File: src/rtl/pipe_stage_reg.sv
// Single-stage pipeline register with flush-to-default and hold (stall).
// Define PIPE_REG_PARITY_EN to add a stored-parity flop and live parity checking.
module pipe_stage_reg #(
  parameter int              dw      = 32,
  parameter logic [dw-1:0]   RST_VAL = {dw{1'b0}}
) (
  input  logic          clk,
  input  logic          rst_n,
  input  logic          set_default,
  input  logic          hold_en,
  input  logic [dw-1:0] default_data_i,
  input  logic [dw-1:0] data_i,
  output logic [dw-1:0] data_o,
  output logic          parity_err_o
);

  logic [dw-1:0] data_q, data_d;
  logic          load;

  // Flush outranks hold; reset outranks both in the register below.
  always_comb begin
    load   = set_default | ~hold_en;
    data_d = data_q;
    if (set_default)   data_d = default_data_i;
    else if (!hold_en) data_d = data_i;
  end

  // rst_n is active-high despite its name.
  always_ff @(posedge clk) begin
    if (rst_n) data_q <= RST_VAL;
    else       data_q <= data_d;
  end

  assign data_o = data_q;

`ifdef PIPE_REG_PARITY_EN
  logic par_q, par_d;

  // Parity is captured only on loads so a corrupted word stays flagged through a hold.
  always_comb begin
    par_d = par_q;
    if (load) par_d = ^data_d;
  end

  always_ff @(posedge clk) begin
    if (rst_n) par_q <= ^RST_VAL;
    else       par_q <= par_d;
  end

  assign parity_err_o = (^data_q) ^ par_q;
`else
  logic unused_load;
  assign unused_load  = load;
  assign parity_err_o = 1'b0;
`endif

endmodule

File: config.mk
export PLATFORM = sky130hd
export DESIGN_NAME = pipe_stage_reg
export DESIGN_NICKNAME = d
export VERILOG_FILES = /design/src/rtl/pipe_stage_reg.sv
export SDC_FILE = /design/constraint.sdc
export NUM_CORES = 1
export LEC_CHECK = 0
export ABC_CLOCK_PERIOD_IN_PS = 800
export BUFFER_PORTS_ARGS = -buffer_cell sky130_fd_sc_hd__buf_2
export CAP_MARGIN = 10
export CORE_MARGIN = 2
export CORE_UTILIZATION = 37
export CTS_CLUSTER_SIZE = 30
export DETAILED_ROUTE_END_ITERATION = 12
export PLACE_DENSITY = 0.75
export SLEW_MARGIN = 20
export SYNTH_ARGS = -nofsm -noshare
export SYNTH_HDL_FRONTEND = slang
export SYNTH_SLANG_ARGS = --single-unit
File: constraint.sdc
create_clock -name clk -period 0.8 [get_ports clk]
set_input_delay 0.04 -clock clk [delete_from_list [all_inputs] [get_ports clk]]
set_output_delay 0.04 -clock clk [all_outputs]
set_load 0.01 [all_outputs]
# Word level (Yosys, flattened, before mapping)
# Index checks and enable logic that the tools add are counted.
# word_totals
word_cells	4
regBits	32
output_inout_bits	33
# op_classes
n_mux	2
n_eq_ne	1
# ops
cell	n
$mux 32	2
$ne 2x2->1 const B	1

# Longest topological paths before layout
# Gate-level depths: netlist of the first run.
# logic_depth
ltp_word	2
mapped_depth	4
depth_no_buf	2

# Worst setup path before layout of the first run
# No wires, ideal clock.
# synth_timing
path_type	register -> register
start	reg, netlist name data_o[27]
end	reg data_q[27], in the netlist data_o[27]
period_less_slack_ps	718
arrival_time_ps	632
path_slack_ps	82
stages_incl_launch_ff	3
path_cell_list	dfxtp_1 -> mux2i_1 -> a211oi_1
# synth_lines
item	line_no	rtl
end signal: assignment	31	else data_q <= data_d;
end: declaration	17	logic [dw-1:0] data_q, data_d;

# Final worst setup path of the first run
# layout_timing
start	reg data_q[19], in the netlist data_o[19]
end	out data_o[19]
# layout_lines
item	line_no	rtl
end: declaration	13	output logic [dw-1:0] data_o,
# No word-level cell between the ends.

==> flow_metrics.py, run 1 <==
metrics = {
    "drt": {
        "via_per_inst": 4.832,
        "drtAntennaViolNets": 0,
        "drt-pass1-iter-count": 4,
        "wl_per_cell_um": 12.71,
        "drc": 0,
        "vias": 1411,
        "wl_um": 3710,
        "first_iter_violations": 51,
    },
    "global_route": {
        "grt_pass1_vias": 1296,
        "gr-usage-all-layers": 0.1570,
        "grt_start_max_net_pins": 33,
        "antenna_found_initial": 0,
        "grt.overflow.total": 0,
        "grt_pass1_wl_um": 5471,
    },
    "worst_setup_path": {
        "critPathMaxStageDelay_ns": 0.33,
        "rrSetupSlack_ns": 0.08,
        "r2r_start": "data_o[29]$_SDFFE_PP0P_",
        "reg2reg_depth": 2,
        "r2r-end": "data_o[29]$_SDFFE_PP0P_",
        "crit_buf_inv": 1,
        "critical_path.top_delay_family": "flip-flops",
        "critPathKind": "reg2out",
        "path_max_fanout": 2,
        "crit_chain": "buf_2",
        "cp_slowest_cell": "dfxtp_2",
        "startpoint_type": "flop",
        "critPathCaptureType": "output port",
        "cp.required_ns": 0.76,
        "crit_arrival_ns": 0.73,
    },
    "floorplanning": {
        "start_util": 0.3831,
        "row_count": 23,
        "core_area_mm2": 0.003971,
        "fp.dieH_um": 68.13,
        "pin_count": 101,
        "die_x_um": 68.13,
        "die_area_mm2": 0.004641,
    },
    "finish": {
        "largest_register_ffs": 32,
        "antenna_cells": 0,
        "nets": 309,
        "mostFrequentLayoutCells": "buf_2, mux2i_1, nor2b_1",
        "layout.cells.non_filler": 292,
        "drive_gt1_frac": 0.5702,
        "fillCellCount": 363,
        "syn_to_final_growth_pct": 43.91,
        "final_common_cell": "buf_2",
    },
    "logic_synthesis": {
        "synthDistinctLibCells": 10,
        "yosysSeqAreaShare": 0.4211,
        "ys_ff_latch": 32,
        "syn_nets": 212,
        "synth_area_per_cell_um2": 10.57,
        "syn_inst": 144,
        "netlist_area_mm2": 0.001521,
        "yosysWarnings": 0,
    },
    "clocking": {
        "htree_levels": 2,
        "cts_made_buffers": 5,
        "clockBufferDepth": 2,
        "hold_buffers": 0,
        "root_buffer": "clkbuf_8",
        "cts_sinks": 32,
        "cts_tree": "done",
        "cts_setup_buffers": 0,
        "path_clk_slew_ns": 0.06,
        "clkLatencyLatePin_ns": 0.27,
    },
    "power_and_ir_drop": {
        "max-vdd-ir-drop_v": 0.0008850,
        "cellPowerDensity_mw_per_mm2": 1730,
        "leakage_uw": 0.001083,
    },
    "min_path": {
        "hold_path.class": "in2reg",
        "min_from": "default_data_i[6]",
        "min_delay_worst_endpoint": "data_o[6]$_SDFFE_PP0P_",
        "min_path_cells": 3,
    },
    "placement": {
        "port_buffers": 99,
        "dp_cells": 284,
        "dpl.hpwl_um": 2718,
        "gp_congestion": 0.7151,
        "dpl_worst_slack_ns": -0.01861,
    },
    "run": {
        "max_cap_viol_count": 0,
    },
    "sta": {
        "min_period_over_period": 0.9635,
        "relSlewSlack": 0.5836,
        "setup_ws_ns": 0.02917,
        "drv_slew": 0,
        "finalSetupViolCount": 0,
        "tightest_slew_ns": 0.6246,
        "max_freq_mhz": 1297,
        "final_hold_viol_count": 0,
        "min_period_ns": 0.7708,
        "skew_ns": 0,
    },
    "run_status": {
        "status": "completed",
    },
}
[worst max-delay path by stage]
stage | cells after the start | start | slack, ns | to
global placement | 4 | hold_en | -0.02 | data_o[4]$_SDFFE_PP0P_
finish | 1 | data_o[19]$_SDFFE_PP0P_ | 0.03 | data_o[19]
global route | 1 | data_o[28]$_SDFFE_PP0P_ | -0.001 | data_o[28]
floorplan | 2 | data_o[27]$_SDFFE_PP0P_ | 0.08 | data_o[27]$_SDFFE_PP0P_
detailed placement | 4 | hold_en | -0.02 | data_o[0]$_SDFFE_PP0P_
CTS | 1 | data_o[24]$_SDFFE_PP0P_ | 0.002 | data_o[24]
[metrics by stage]
step	hold WS [ns]	setup TNS [ns]	power [uW]	instance area (um^2)	util
after floorplan	0.1128	0	2224	1521	-
after global placement	0.3387	-0.03644	2556	2054	0.5173
after detailed placement	0.3433	-0.1754	2563	2054	0.5173
after CTS	0.04250	0	3831	2148	0.5410
after global routing	0.04344	-0.001374	3989	2190	0.5514
final	0.04966	0	3787	2190	0.5514
[final cells by class]
cell class	instances	area [um^2]	area share
multi-input combinational	97	769.5	0.3514
sequential	32	674.4	0.3080
timing repair buffer	104	589.3	0.2691
clock buffer	8	90.09	0.04114
inverter	1	3.754	0.001714
tap	50	62.56	0.02857
[power by group]
part / internal (uW) / total, uW / switching, uW
Clock: 700 / 1230 / 534
Combinational: 408 / 758 / 350
Sequential: 1740 / 1790 / 57.2
Total: 2850 / 3790 / 941
[layer usage]
| layer | global-route usage | part of all wire |
|---|---|---|
| met1 | 0.1754 | 0.44 |
| met2 | 0.2791 | 0.47 |
| met3 | 0.03125 | 0.081 |
| met4 | 0.08250 | 0.012 |
| met5 | 0 | 0 |
[synthesized netlist by cell type]
cell,n,share of area
a211oi_1,32,0.16
buf_12,3,0.039
buf_4,1,0.0049
buf_6,1,0.0074
clkbuf_1,9,0.022
conb_1,1,0.0025
dfxtp_1,32,0.42
inv_1,1,0.0025
mux2i_1,32,0.21
nor2b_1,32,0.13
[cells by family (layout without fill, tap and decap cells)]
| family | count (synthesis) | count (layout) | synth area share |
|---|---|---|---|
| AO/OA/AOI/OAI | 32 | 32 | 0.1579 |
| buffers and inverters | 15 | 113 | 0.07648 |
| flip-flops | 32 | 32 | 0.4210 |
| multiplexers | 32 | 32 | 0.2105 |
| other | 1 | 1 | 0.002465 |
| AND/OR/NAND/NOR | 32 | 32 | 0.1316 |
[timing repair]
action	CTS	global route
endpoints found under the setup margin	3	25
gates resized for setup	3	26
pin swaps	0	0
Power figures use the tool's default switching activity.
==> run 2: changes to the inputs <==
- ABC_AREA: default -> 1
- CORE_UTILIZATION: 37 -> 38
==> run 2 against run 1 <==
Net effect:
- critical path depth is the same
- largest cell class unchanged
- combinational power grew 2%
- critical endpoint is now data_o[24]
- die area grew 2.6%
==> flow_metrics.py, run 2 <==
metrics = {
    "logic_synthesis": {
        "synth.largest_area_cell": "dfxtp_1",
        "netlist_area_mm2": 0.001605,
        "syn_inst": 246,
        "yosys.area_share.simple": 0.4365,
        "synth-adder-area-share": 0,
        "synth_area_per_cell_um2": 6.526,
        "synth_edf_count": 0,
        "synth_top_area_frac": 0.3991,
        "async_reset_ff_frac": 0,
        "ys.flop_type": "dfxtp_1",
        "yosysWarnings": 0,
        "ys_ff_latch": 32,
        "synth_commonest_cells": "nand2_1, nand3_1, inv_1",
        "synthDistinctLibCells": 10,
        "ys_top_cells_by_area": "dfxtp_1, nand2_1, nand3_1, inv_1, buf_4",
        "synth_xor_area_frac": 0,
        "post-synth-top-count-cell": "nand2_1",
        "syn_nets": 314,
        "synth_compound_area_frac": 0,
        "synthMuxAreaShare": 0,
        "synth_top_family_by_area": "simple AND/OR/NAND/NOR gates",
        "yosysSeqAreaShare": 0.3991,
    },
    "sta": {
        "min_period_ns": 0.7721,
        "max_freq_mhz": 1295,
        "min_period_over_period": 0.9651,
        "finalSetupTns_ns": 0,
        "skew_ns": 0,
        "final_hold_viol_count": 0,
        "drv_slew": 0,
        "finalSetupViolCount": 0,
    },
    "finish": {
        "mostFrequentLayoutCells": "nand2_1, buf_2, nand3_1",
        "fillCellCount": 405,
        "drive_gt1_frac": 0.4244,
        "antenna_cells": 0,
        "nets": 411,
        "largest_register_ffs": 32,
        "final_common_cell": "nand2_1",
        "syn_to_final_growth_pct": 44.66,
    },
    "global_route": {
        "grt_pass1_wl_um": 5761,
        "grt_pass1_vias": 1443,
        "grtUsageMet3": 0.05844,
        "busiest_layer": "met2",
        "gr-usage-all-layers": 0.1622,
        "antenna_found_initial": 0,
        "grt_start_max_net_pins": 33,
        "grt_use_met2": 0.2933,
        "use_met1": 0.1753,
        "grt.overflow.total": 0,
    },
    "drt": {
        "first_iter_violations": 48,
        "drtAntennaViolNets": 0,
        "wl_um": 3954,
        "drt-pass1-iter-count": 4,
        "drc": 0,
        "wl_per_cell_um": 10.04,
        "vias": 1782,
        "via_per_inst": 4.523,
    },
    "placement": {
        "gp_congestion": 0.7116,
        "dpl.hpwl_um": 2994,
        "port_buffers": 99,
    },
    "clocking": {
        "clkLatencyLatePin_ns": 0.27,
        "cts_made_buffers": 5,
        "clockBufferDepth": 2,
        "root_buffer": "clkbuf_8",
        "htree_levels": 2,
        "cts_sinks": 32,
        "path_clk_slew_ns": 0.07,
        "cts_tree": "done",
    },
    "worst_setup_path": {
        "crit_chain": "buf_2",
        "critPathCaptureType": "output port",
        "reg2reg_depth": 4,
        "cp_slowest_cell": "dfxtp_1",
        "startpoint_type": "flop",
        "r2r_start": "data_o[3]$_SDFFE_PP0P_",
        "rrSetupSlack_ns": 0.12,
        "cp.required_ns": 0.76,
        "critical_path.top_delay_family": "flip-flops",
        "critPathMaxStageDelay_ns": 0.33,
        "crit_buf_inv": 1,
        "critPathKind": "reg2out",
        "r2r-end": "data_o[3]$_SDFFE_PP0P_",
        "crit_arrival_ns": 0.73,
        "path_max_fanout": 2,
    },
    "floorplanning": {
        "row_count": 23,
        "fp.dieH_um": 69.00,
        "die_x_um": 69.00,
        "core_area_mm2": 0.004029,
        "pin_count": 101,
        "die_area_mm2": 0.004760,
        "start_util": 0.3984,
    },
    "min_path": {
        "hold_path.class": "in2reg",
        "min_path_cells": 5,
        "min_from": "data_i[12]",
        "min_delay_worst_endpoint": "data_o[12]$_SDFFE_PP0P_",
    },
    "run_status": {
        "status": "completed",
    },
    "power_and_ir_drop": {
        "max-vdd-ir-drop_v": 0.0009279,
        "p_total_uw": 3791,
        "cellPowerDensity_mw_per_mm2": 1633,
        "leakage_uw": 0.001432,
    },
    "run": {
        "max_cap_viol_count": 0,
    },
}
## run 2: how the worst max path moves through the flow
stage | startpoint | to | depth (start not counted)
after detailed placement | set_default | data_o[18]$_SDFFE_PP0P_ | 6
after global routing | data_o[19]$_SDFFE_PP0P_ | data_o[19] | 1
after CTS | data_o[30]$_SDFFE_PP0P_ | data_o[30] | 1
after floorplan | hold_en | data_o[0]$_SDFFE_PP0P_ | 6
after global placement | set_default | data_o[8]$_SDFFE_PP0P_ | 6
final | data_o[24]$_SDFFE_PP0P_ | data_o[24] | 1
## run 2: cells by family after synthesis
| logic type | Yosys count |
|---|---|
| buf+inv | 52 |
| simple gates | 161 |
| flops | 32 |
| other cells | 1 |
## run 2: what timing repair did
action,CTS,global route
hold buffers,0,0
buffers inserted,0,0
setup endpoints to repair,4,29
resized for setup,4,33
pin swaps,0,0
## run 2: routing by layer
metal / share of wire / routed length [um] / vias to the layer above
li1: - / - / 942
met1: 0.41 / 1608 / 769
met2: 0.49 / 1955 / 66
met3: 0.086 / 342 / 5
met4: 0.012 / 47 / 0
met5: 0 / 0 / -
## run 2: power breakdown
part	switching, uW	internal (uW)	leakage, uW	total [uW]
logic	387	383	0.00111	770
registers	57.5	1720	0.000274	1780
clock network	560	685	0.0000510	1240
total	1000	2790	0.00143	3790
## run 2: final cells by class
class	count	area, um^2	area share
tap	50	62.56	0.02694
timing repair buffer	108	656.9	0.2829
sequential	32	675.6	0.2909
inverter	34	130.1	0.05603
clock inverter	2	10.01	0.004310
clock buffer	6	82.58	0.03556
multi-input combinational	162	704.4	0.3033
## run 2: metrics by stage
stage / setup WS, ns / util / std cells / area [um^2] / hold WS, ns
2_1_floorplan: 0.1124 / - / 246 / 1605 / 0.2194
3_3_place_gp: -0.1419 / 0.5332 / 386 / 2148 / 0.3197
3_5_place_dp: -0.1708 / 0.5332 / 386 / 2148 / 0.3285
4_1_cts: 0.0003644 / 0.5575 / 394 / 2246 / 0.03321
5_1_grt: -0.002512 / 0.5764 / 394 / 2322 / 0.05467
6_report: 0.02792 / 0.5764 / 394 / 2322 / 0.04145
